==> src/rtl/seg_pkg.sv <==
// Shared constants for the MM:SS multiplexed display: segment patterns, slot indices,
// default dividers and the divider-free binary-to-BCD split used for each field.
package seg_pkg;

   localparam int DEF_REFRESH_DIV = 100000;
   localparam int DEF_BLINK_DIV   = 25000000;

   localparam logic [1:0] DIG_SEC_ONES = 2'd0;
   localparam logic [1:0] DIG_SEC_TENS = 2'd1;
   localparam logic [1:0] DIG_MIN_ONES = 2'd2;
   localparam logic [1:0] DIG_MIN_TENS = 2'd3;

   // Active-low cathodes ordered {g,f,e,d,c,b,a}
   localparam logic [6:0] SEG_0     = 7'b1000000;
   localparam logic [6:0] SEG_1     = 7'b1111001;
   localparam logic [6:0] SEG_2     = 7'b0100100;
   localparam logic [6:0] SEG_3     = 7'b0110000;
   localparam logic [6:0] SEG_4     = 7'b0011001;
   localparam logic [6:0] SEG_5     = 7'b0010010;
   localparam logic [6:0] SEG_6     = 7'b0000010;
   localparam logic [6:0] SEG_7     = 7'b1111000;
   localparam logic [6:0] SEG_8     = 7'b0000000;
   localparam logic [6:0] SEG_9     = 7'b0010000;
   localparam logic [6:0] SEG_DASH  = 7'b0111111;
   localparam logic [6:0] SEG_BLANK = 7'b1111111;

   localparam logic [3:0] CODE_DASH  = 4'd10;
   localparam logic [3:0] CODE_BLANK = 4'd11;

   typedef struct packed {
      logic       valid;
      logic [2:0] tens;
      logic [3:0] ones;
   } field_split_t;

   // Compare/subtract chain instead of a divider; values above 59 are flagged invalid
   function automatic field_split_t splitField(input logic [5:0] value);
      field_split_t split;
      logic [5:0]   rem;
      split.valid = (value <= 6'd59);
      split.tens  = 3'd0;
      rem         = value;
      if (value >= 6'd50) begin
         split.tens = 3'd5;
         rem        = value - 6'd50;
      end else if (value >= 6'd40) begin
         split.tens = 3'd4;
         rem        = value - 6'd40;
      end else if (value >= 6'd30) begin
         split.tens = 3'd3;
         rem        = value - 6'd30;
      end else if (value >= 6'd20) begin
         split.tens = 3'd2;
         rem        = value - 6'd20;
      end else if (value >= 6'd10) begin
         split.tens = 3'd1;
         rem        = value - 6'd10;
      end
      split.ones = rem[3:0];
      return split;
   endfunction

endpackage

==> src/rtl/seg7_decode.sv <==
// Combinational 4-bit code to active-low segment lookup; 10 is a dash, 11 and above blank.
module seg7_decode
   import seg_pkg::*;
(
   input  logic [3:0] code,
   output logic [6:0] segments
);

   always_comb begin
      segments = SEG_BLANK;
      case (code)
         4'd0:      segments = SEG_0;
         4'd1:      segments = SEG_1;
         4'd2:      segments = SEG_2;
         4'd3:      segments = SEG_3;
         4'd4:      segments = SEG_4;
         4'd5:      segments = SEG_5;
         4'd6:      segments = SEG_6;
         4'd7:      segments = SEG_7;
         4'd8:      segments = SEG_8;
         4'd9:      segments = SEG_9;
         CODE_DASH: segments = SEG_DASH;
         default:   segments = SEG_BLANK;
      endcase
   end

endmodule

==> src/rtl/seg_scan_display.sv <==
// Four-digit MM:SS scanner: one anode per refresh slot, values snapshotted once per frame,
// and the field under adjustment blinks while adjust is held.
module seg_scan_display
   import seg_pkg::*;
#(
   parameter int REFRESH_DIV = DEF_REFRESH_DIV,
   parameter int BLINK_DIV   = DEF_BLINK_DIV
) (
   input  logic       timer,
   input  logic       reset,
   input  logic [5:0] minutes,
   input  logic [5:0] seconds,
   input  logic       adjust,
   input  logic       select,
   output logic [6:0] seg,
   output logic [3:0] an
);

   localparam int REF_W = (REFRESH_DIV > 1) ? $clog2(REFRESH_DIV) : 1;
   localparam int BLK_W = (BLINK_DIV > 1) ? $clog2(BLINK_DIV) : 1;
   localparam logic [REF_W-1:0] REF_LAST = REF_W'(REFRESH_DIV - 1);
   localparam logic [BLK_W-1:0] BLK_LAST = BLK_W'(BLINK_DIV - 1);

   logic [REF_W-1:0] refreshCount;
   logic [BLK_W-1:0] blinkCount;
   logic             blinkVisible;
   logic [1:0]       digitIndex;
   logic [5:0]       minSnap;
   logic [5:0]       secSnap;
   logic             scanTick;
   field_split_t     minSplit;
   field_split_t     secSplit;
   field_split_t     curSplit;
   logic             onMinutes;
   logic             onTens;
   logic             slotBlank;
   logic [3:0]       digitCode;
   logic [6:0]       nextSeg;
   logic [3:0]       nextAn;

   assign scanTick = (refreshCount == REF_LAST);

   // Slot timing; inputs are captured only as the index wraps so a frame never tears
   always_ff @(posedge timer or posedge reset) begin
      if (reset) begin
         refreshCount <= '0;
         digitIndex   <= DIG_SEC_ONES;
         minSnap      <= '0;
         secSnap      <= '0;
      end else if (scanTick) begin
         refreshCount <= '0;
         digitIndex   <= digitIndex + 2'd1;
         if (digitIndex == DIG_MIN_TENS) begin
            minSnap <= minutes;
            secSnap <= seconds;
         end
      end else begin
         refreshCount <= refreshCount + REF_W'(1);
      end
   end

   // Blink phase only advances in adjust mode and always restarts visible
   always_ff @(posedge timer or posedge reset) begin
      if (reset) begin
         blinkCount   <= '0;
         blinkVisible <= 1'b1;
      end else if (!adjust) begin
         blinkCount   <= '0;
         blinkVisible <= 1'b1;
      end else if (blinkCount == BLK_LAST) begin
         blinkCount   <= '0;
         blinkVisible <= ~blinkVisible;
      end else begin
         blinkCount <= blinkCount + BLK_W'(1);
      end
   end

   // Blanking looks at adjust directly so releasing adjust relights on the very next update
   always_comb begin
      minSplit  = splitField(minSnap);
      secSplit  = splitField(secSnap);
      onMinutes = (digitIndex == DIG_MIN_ONES) || (digitIndex == DIG_MIN_TENS);
      onTens    = (digitIndex == DIG_SEC_TENS) || (digitIndex == DIG_MIN_TENS);
      curSplit  = onMinutes ? minSplit : secSplit;
      slotBlank = adjust && !blinkVisible && (select != onMinutes);
      if (slotBlank) begin
         digitCode = CODE_BLANK;
      end else if (!curSplit.valid) begin
         digitCode = CODE_DASH;
      end else if (onTens) begin
         digitCode = {1'b0, curSplit.tens};
      end else begin
         digitCode = curSplit.ones;
      end
      nextAn = slotBlank ? 4'b1111 : ~(4'b0001 << digitIndex);
   end

   seg7_decode decodeInst (
      .code     (digitCode),
      .segments (nextSeg)
   );

   // Registered drivers keep the pins glitch-free
   always_ff @(posedge timer or posedge reset) begin
      if (reset) begin
         seg <= SEG_BLANK;
         an  <= 4'b1111;
      end else begin
         seg <= nextSeg;
         an  <= nextAn;
      end
   end

endmodule

==> config.mk <==
export PLATFORM = sky130hd
export DESIGN_NAME = seg_scan_display
export DESIGN_NICKNAME = d
export VERILOG_FILES = /design/src/rtl/seg_pkg.sv /design/src/rtl/seg7_decode.sv /design/src/rtl/seg_scan_display.sv
export SDC_FILE = /design/constraint.sdc
export NUM_CORES = 1
export LEC_CHECK = 0
export CAP_MARGIN = 20
export CORE_MARGIN = 3
export CORE_UTILIZATION = 45
export DETAILED_ROUTE_END_ITERATION = 8
export PLACE_DENSITY = 0.63
export SETUP_SLACK_MARGIN = 0.1
export SYNTH_ARGS = -nofsm -noshare
export SYNTH_HDL_FRONTEND = slang
export SYNTH_SLANG_ARGS = --single-unit
==> constraint.sdc <==
create_clock -name timer -period 3.05 [get_ports timer]
set_input_delay 0.7625 -clock timer [delete_from_list [all_inputs] [get_ports timer]]
set_output_delay 0.7625 -clock timer [all_outputs]
set_load 0.01 [all_outputs]
==> key figures <==
Status
  – Outcome: finished, final reports clean

Global route
  – GRT Util Overall: 18.1%
  – Largest net degree at the start of global routing: 29
  – First-pass GRT wire length: 15100 um
  – Gr ovfl total: 0
  – Initial antenna violation count: 0
  – Vias in the first global route: 3135

Power and ir drop
  – Power per cell area: 390 nW/um^2
  – Leakage: 0.00217 uW
  – Total power: 1940 uW
  – Peak VDD IR: 232 uV

Synth
  – Top post-synthesis cells by count: dfrtp_1 (56), nor2_1 (47), nand2_1 (39)
  – Async S/R FF share, synth: 100%
  – EDFF count, synth: 0
  – Most frequent cell after synthesis: dfrtp_1
  – Top FF cell, synth: dfrtp_1
  – Largest area contributor in the synthesized netlist: dfrtp_1
  – Synth warnings: 0
  – #FFs+latches synth: 68
  – Post-synthesis cell type count: 68
  – Mapped Avg Cell Area: 9.82 um^2
  – Post-Syn Instances: 432
  – Sequential fraction of the synthesis area: 40.5%
  – Area contributors post-synth: dfrtp_1 (33%), dfstp_2 (7.4%), ha_1 (7.4%)
  – Cell area after synthesis: 4240 um^2
  – Post-synth net total: 473
  – Post-synth top area share: 33.0%

Detailed routing
  – Top layer in use: met4
  – Wire length per cell: 14.9 um
  – Met3 WL: 311 um
  – DRC viols: 0
  – DR vias: 3306
  – Total Routed Length: 8900 um
  – Wire length on met1: 4300 um
  – Vias per inst: 5.54
  – ANT nets after route: 0
  – Drt pass-1 iters: 4
  – DR iter-0 viols: 91
  – WL met2: 4180 um

Clock network
  – Htree depth: 3
  – CTS tree: yes
  – Cts bufs inserted: 9
  – Root Buffer: clkbuf_8
  – Clk Latency, worst-skew pair: 340 ps
  – Clock sinks: 68
  – Clock transition at path regs: 70 ps
  – Clock buffer depth: 2

Cells and area
  – Synth-to-Final Area Change: 17.6%
  – Fill cells: 807
  – Register area: 1720 um^2
  – Multi-input gate area: 2430 um^2
  – Final Non-Filler Cells: 597
  – Nets: 526
  – Post-layout util: 55.9%
  – Diodes inserted: 0
  – Share of cells above drive strength 1: 19.8%

Critical path
  – Kind of start point of the critical path: register
  – CP most frequent cell: inv_1
  – Worst EP required: 3330 ps
  – Crit end category: register
  – Slowest CP cell: dfrtp_2
  – Critical path cell sequence: inv_1 > ha_2 > a2111oi_4 > nand2_2 > a221oi_4 > o221ai_1 > nand3_1 > and2_1 > inv_1 > ha_1 > or3_1 > o211a_1
  – Worst-path fanout max: 7
  – Max stage delay on crit path: 440 ps
  – Top delay family on crit path: compound AO/OA/AOI/OAI gates
  – CP bufs+invs: 2
  – Worst Path Arrival: 3130 ps
  – Setup CP Type: register to register

STA
  – Setup-failing EPs final: 0
  – FMAX: 350 MHz
  – WHS: 478 ps
  – Slew @ Worst Pin: 790 ps
  – Final Hold Viols: 0
  – Worst slew margin: 46.9%
  – Clock Skew: 5.40 ps
  – Unrepaired setup endpoints after global routing: yes
  – Pins Over Slew Limit: 0
  – Sum Neg Setup Slack: 0 ps
  – Minimum clock period: 2860 ps
  – Final worst path period share: 93.7%

Floorplanning
  – Starting density of the core: 47.5%
  – Core area: 8930 um^2
  – DIE HEIGHT: 103 um
  – Die area: 10600 um^2
  – Die width: 103 um
  – I/O pin count: 27
  – Core Rows: 34

Place
  – Placed cells: 576
  – Hpwl dp: 6580 um
  – Port bufs: 26
  – Global placement routability congestion: 0.875

Min path
  – HP Class: register to register

Run
  – Max cap viols: 0
==> path summary, 6_finish.rpt <==
path / endpoint / depth (start not counted) / startpoint / slack [ps]
min in group asynchronous: refreshCount[12] / 2 / reset / 780
max in group asynchronous: blinkCount[6] / 3 / reset / 1650
setup / recovery: seg[6] / 12 / minSnap[2] / 190
setup reg to reg: seg[6] / 12 / minSnap[2] / 190
hold / removal: refreshCount[4] / 1 / refreshCount[4] / 480
hold reg to reg: refreshCount[4] / 1 / refreshCount[4] / 480
==> cells in the final DEF, fill, tap and decap left out, types with 4 or more instances in the layout <==
master           instances
nor2b_1                  5
and3_1                  13
clkbuf_8                 9
nor4_1                   4
mux2i_1                  5
mux2_2                  13
xor2_1                  27
nand4_1                 10
buf_4                   28
dfrtp_2                  4
nand2b_1                 5
and2_1                   6
xnor2_1                 17
dfrtp_1                 52
nand2_1                 39
ha_1                    23
a21oi_1                  8
clkdlybuf4s50_1         26
nor2_1                  46
nand3_1                 21
o21ai_0                  7
a31oi_1                  7
nand3b_1                 7
dfstp_2                 12
a311oi_1                 4
nor3_1                   5
inv_1                   12
or3_1                    8
==> routing by layer <==
metal	global-route usage (%)	vias to the layer above
li1	-	1639
met3	3.25	10
met1	25.3	1604
met2	28.3	53
met4	5.98	0
met5	0	-
==> cell type report <==
| type | instances | share of cell area (%) |
|---|---|---|
| clock inverter | 5 | 0.602 |
| sequential | 68 | 34.5 |
| inverter | 14 | 1.05 |
| multi-input combinational | 337 | 48.7 |
| clock buffer | 10 | 2.56 |
| tap | 108 | 2.71 |
| timing repair buffer | 55 | 9.83 |
==> cell families (layout without fill, tap and decap cells) <==
logic type                 count (synthesis)  count (layout)  share of synthesized area, %
and+or+nand+nor                          192             192                          24.1
DFF                                       68              68                          40.5
AOI/OAI and AO/OA                         58              58                          11.6
xor gates and xnor gates                  44              44                          9.08
buffers and inverters                     27              84                          2.83
adders and majority gates                 25              25                          7.37
muxes                                     18              18                          4.63
==> flip-flops by register name, indices dropped and copies added, names as in the netlist <==
name          cells
an                4
blinkCount       25
blinkVisible      1
digitIndex        2
minSnap           6
refreshCount     17
secSnap           6
seg               7
==> timing repair <==
item / in CTS / in global routing
pin swaps: 0 / 5
setup endpoints to repair: 1 / 5
gates resized for setup: 4 / 8
hold buffers: 0 / 0
setup buffers: 0 / 6
cloned: 0 / 0
==> power breakdown <==
group	internal (uW)	switching, uW	total, uW
registers	950	28.7	979
clock network	286	331	617
logic	178	171	349
total	1410	531	1940
==> metrics by stage <==
stage / cell area (um^2) / setup slack [ps]
6_report: 4990 / 192
5_1_grt: 4990 / 80.0
4_1_cts: 4920 / 113
3_5_place_dp: 4760 / 60.3
3_3_place_gp: 4760 / 150
2_1_floorplan: 4240 / 193
Note: power is estimated with default switching activity, not from simulation.
==> variant 1 (config.mk and constraints unchanged) <==
`DEF_REFRESH_DIV`: 100000 -> 50000.
--- a/src/rtl/seg_pkg.sv
+++ b/src/rtl/seg_pkg.sv
@@ -3,5 +3,5 @@
 package seg_pkg;
 
-   localparam int DEF_REFRESH_DIV = 100000;
+   localparam int DEF_REFRESH_DIV = 50000;
    localparam int DEF_BLINK_DIV   = 25000000;
 
Function: same outputs for any inputs over 10 cycles, from zero or initial values and one cycle with reset high; that may be too few to reach the edited logic, so the function may still have changed.
==> variant 1 against the unedited design <==
  * Power is 9.0% higher
  * Die area down 2.9%
  * Routed wire length is 6.6% lower
  * First-iteration DRC count is 43% higher
  * Sequential cell count down 1
  * Sequential power shrank 2%
  * Via count shrank 3.9%
  * Synthesized area fell by 3.1%
  * Largest power group unchanged
  * Worst setup slack got worse by 0.020 ns
  * Design area down 1.7%
  * Critical path depth is 2 lower
==> variant 1: results (changes against the unedited design) <==
Outcome
  – Status: finished clean

Final layout
  – Largest registers: blinkCount: 25 flops, refreshCount: 16 flops, seg: 7 flops
  – Layout cell share with drive strength beyond 1: 17.8% (-2.1 points)
  – Nets: 520 (-1.1%)

Logic synthesis
  – Post-synthesis sequential area ratio: 41.1% (+0.67 points)
  – Syn_nets: 471 (-0.42%)
  – Mapped Cells: 430 (-0.46%)
  – Synth area leaders: dfrtp_1 33%, dfstp_2 7.7%, ha_1 7.6%

Drt
  – Met3 routed WL: 339 microns (+9.0%)
  – Met1 WL: 4170 microns (-3.1%)

Global route
  – M3 GR Usage: 4.06% (+0.82 points)
  – Grt met1 use: 24.1% (-1.1 points)
  – Global Route Usage Sum: 16.9% (-1.1 points)

Timing
  – Worst-Margin Slew: 0.795 ns (+0.00553 ns)
  – Clock skew: 0.0118 ns (+0.00639 ns)
  – Worst hold slack: 0.457 ns (-0.0208 ns)
  – Max frequency: 347 MHz (-0.71%)

Setup path
  – Worst EP arrival: 3.15 ns (+0.02 ns)
  – CP Launch Point: secSnap[2]
  – R2R Path End: seg[1]
  – Reg2reg setup slack: 0.17 ns (-0.02 ns)
  – Worst path max stage delay: 0.40 ns (-0.04 ns)

Placement
  – Post-DP HPWL: 5790 microns (-12%)
  – # placed instances: 568 (-1.4%)
  – Gpl congestion: 0.952 (+8.8%)

Power
  – Pleak: 0.00215 uW (-0.63%)
  – Worst IR Drop VDD: 267 uV (+15%)

Clocking
  – Post_cts resized: 2 (-2)
-- variant 1: cell count changes in the layout (fill, tap and decap cells not counted), moves of 5 or more --
cell | unedited run | this run
nand4_1 | 10 | 4
nand3b_1 | 7 | 1
mux2i_1 | 5 | 0
nor2_1 | 46 | 61
buf_4 | 28 | 23
xor2_1 | 27 | 18
or3_1 | 8 | 3
-- variant 1: report_power, final --
part           switching (uW)  total [uW]  leakage [uW]  internal [uW]
logic                     165         337       0.00120            172
registers                26.0         962      0.000847            936
clock network             359         821      0.000106            462
-- variant 1: cell type report --
class / count / area (sq um) / area share (%)
multi-input cells: 336 / 2350 / 47.9
flip-flops and latches: 67 / 1700 / 34.6
repair buffers: 50 / 453 / 9.23
well taps: 108 / 135 / 2.75
clock buffers: 10 / 128 / 2.60
clock inverters: 6 / 90.1 / 1.84
inverters: 15 / 56.3 / 1.15
==> variant 2 (config.mk and constraints unchanged) <==
Without the edit above. Register the output `an` once more; this adds one clock of latency there. The other outputs are not delayed to match.
--- a/src/rtl/seg_scan_display.sv
+++ b/src/rtl/seg_scan_display.sv
@@ -21,4 +21,6 @@
    localparam logic [REF_W-1:0] REF_LAST = REF_W'(REFRESH_DIV - 1);
    localparam logic [BLK_W-1:0] BLK_LAST = BLK_W'(BLINK_DIV - 1);
+
+   logic [3:0] an_s0;
 
    logic [REF_W-1:0] refreshCount;
@@ -105,9 +107,13 @@
       if (reset) begin
          seg <= SEG_BLANK;
-         an  <= 4'b1111;
+         an_s0 <= 4'b1111;
       end else begin
          seg <= nextSeg;
-         an  <= nextAn;
+         an_s0 <= nextAn;
       end
+   end
+
+   always_ff @(posedge timer) begin
+      an <= an_s0;
    end
 
Check against the original RTL: not equivalent (a bounded check fails within 4 cycles, from zero or initial values and one cycle with reset high).
==> variant 2 against the unedited design <==
  * Non-clock buffer count down 15
  * Sequential cell count up 4
  * Routed wire length down 0.92%
  * Design area up 0.88%
  * Worst setup slack better by 0.065 ns
  * Via count up 1.2%
  * Synthesized cell count up 3.9%
  * Count of clock-buffer cells in the layout unchanged
  * Maximum frequency up 2.3%
  * Synthesized area up 1.2%
  * Global-route usage down 1.2 points
  * Critical path type unchanged
  * Largest cell class unchanged
Power is not compared: it rests on default switching activity, and its combinational part moved more than twofold at a synthesized area within 25%.
==> variant 2: results (changes against the unedited design) <==
Outcome
  – Status: finished clean

Final layout
  – Layout cell share with drive strength beyond 1: 14.5% (-5.3 points)
  – Nets: 525 (-0.19%)
  – Number of fill cells: 834 (+3.3%)
  – Largest registers: blinkCount: 25 flops, refreshCount: 17 flops, seg: 7 flops
  – N_diodes: 0 (unchanged)

Logic synthesis
  – Synth area leaders: dfrtp_1 33%, dfstp_2 7.3%, ha_1 7.3%
  – Synth Area in Adders: 7.29% (-0.084 points)
  – Compound-Gate Fraction of Synth Area: 13.8% (+2.3 points)
  – Synthesis Warnings: 0 (unchanged)
  – Syn_nets: 490 (+3.6%)
  – Mux share of post-synthesis cell area: 1.81% (-2.8 points)
  – Post-synthesis sequential area ratio: 41.9% (+1.4 points)
  – Fraction of synthesized cell area in xor and xnor cells: 8.57% (-0.51 points)
  – Async set-or-reset flop fraction in the synthesized netlist: 94.4% (-5.6 points)
  – Predominant post-synthesis flop cell: dfrtp_1
  – Top cells by count, synth: 56 x dfrtp_1, 54 x nor2_1, 48 x nand2_1
  – Netlist cell types: 66 (-2.9%)

Timing
  – Worst relative slew slack: 60.6% (+14 points)
  – Clock skew: 0.0101 ns (+0.00466 ns)
  – Final setup violation count: 0 (unchanged)
  – Tmin final: 2.79 ns (-0.0647 ns)

Drt
  – WL/cell: 14.3 microns (-4.3%)
  – Vias/cell: 5.42 (-2.2%)
  – Initial drt markers: 205 (+130%)

Min path
  – Hold Crit Depth: 0 (-1)
  – Hold crit path type: reg -> reg
  – WHS Endpoint: an[0]
  – Worst hold start: an_s0[0]

Clocking
  – Worst skew pair latency: roughly 0.35 ns
  – H-tree levels: 3 (unchanged)
  – Cts bufs inserted: 9 (unchanged)
  – Clk buf depth: 2 (unchanged)

Global route
  – First-pass GRT wire length: 15200 microns (+0.19%)
  – Initial antenna violation count: 0 (unchanged)
  – Vias in the first global route: 3256 (+3.9%)
  – Largest net degree at the start of global routing: 48 (+66%)
  – Global Route Usage Sum: 16.8% (-1.2 points)

Placement
  – Post-DP HPWL: 6270 microns (-4.7%)
  – Post-Place Worst Slack: 0.0116 ns (-0.0487 ns)
  – Gpl congestion: 0.881 (+0.59%)

Setup path
  – Worst R2R Path Depth: 9 (-3)
  – R2R Path End: seg[3]
  – Worst EP arrival: 3.07 ns (-0.06 ns)
  – Worst path max stage delay: 0.41 ns (-0.03 ns)
  – Max Fanout on Critical Path: 7 (unchanged)
  – Reg2reg setup slack: 0.26 ns (+0.06 ns)
==> variant 2: cell count changes after synthesis, sizes merged, moves of 5 or more <==
cell / change
nor3: +5
mux2: -7
a31oi: -6
nor2: +7
o21ai: +14
nand2: +7
==> variant 2: routing by layer <==
metal | global-route usage (%) | vias to the layer above | share of wire, %
met5 | 0 | - | 0
met4 | 5.13 | 0 | 1.1
met3 | 3.61 | 10 | 3.7
met2 | 26.0 | 71 | 45
met1 | 23.8 | 1615 | 50
li1 | - | 1651 | -
==> variant 2: how the worst max path moves through the flow <==
stage / startpoint / end
finish: minSnap[2] / seg[3]
global placement: select / seg[5]
detailed placement: select / seg[5]
global route: secSnap[2] / seg[5]
CTS: minSnap[3] / seg[3]
floorplan: minSnap[3] / seg[5]
==> variant 2: through the flow <==
step	cells	util [%]	area [sq um]	hold slack [ns]	total power (uW)
finish	618	54.5	5030	0.397	1910
floorplan	449	-	4290	0.386	1000
global route	618	54.5	5030	0.399	1970
detailed placement	602	51.4	4750	0.387	1030
global placement	602	51.4	4750	0.388	1030
CTS	618	53.9	4980	0.399	1940
==> variant 2: cells by family (layout without fill, tap and decap cells) <==
family | after synthesis | count (layout)
buffers and inverters | 31 | 71
muxes | 7 | 7
xor gates and xnor gates | 42 | 42
adders and majority gates | 25 | 25
and+or+nand+nor | 197 | 197
AOI/OAI and AO/OA | 75 | 75
DFF | 72 | 72
==> variant 2: layout make-up <==
type / count / area share [%]
multi-input combinational: 346 / 47.7
sequential: 72 / 35.8
timing repair buffer: 40 / 7.51
tap: 129 / 3.21
clock buffer: 10 / 2.73
clock inverter: 6 / 1.94
inverter: 15 / 1.12
==> variant 2: worst reg2reg max path: stages, from the launching register on <==
cell       delay, ns
dfrtp_2         0.41
inv_1           0.13
ha_1            0.27
a2111oi_4       0.33
nand2_1         0.14
a221oi_2        0.34
xnor2_1         0.17
o211ai_2        0.36
ha_1            0.31
a211o_1         0.26
==> variant 2: what timing repair did <==
item | CTS | global route
hold endpoints to repair | 0 | 0
setup endpoints to repair | 0 | 6
gates resized for setup | 0 | 11
setup buffers | 0 | 0
==> variant 2: where the power goes <==
group,switching (uW),internal [uW],leakage (uW)
sequential,3.27,957,0.000886
combinational,28.7,23.9,0.00118
clock,398,498,0.000120
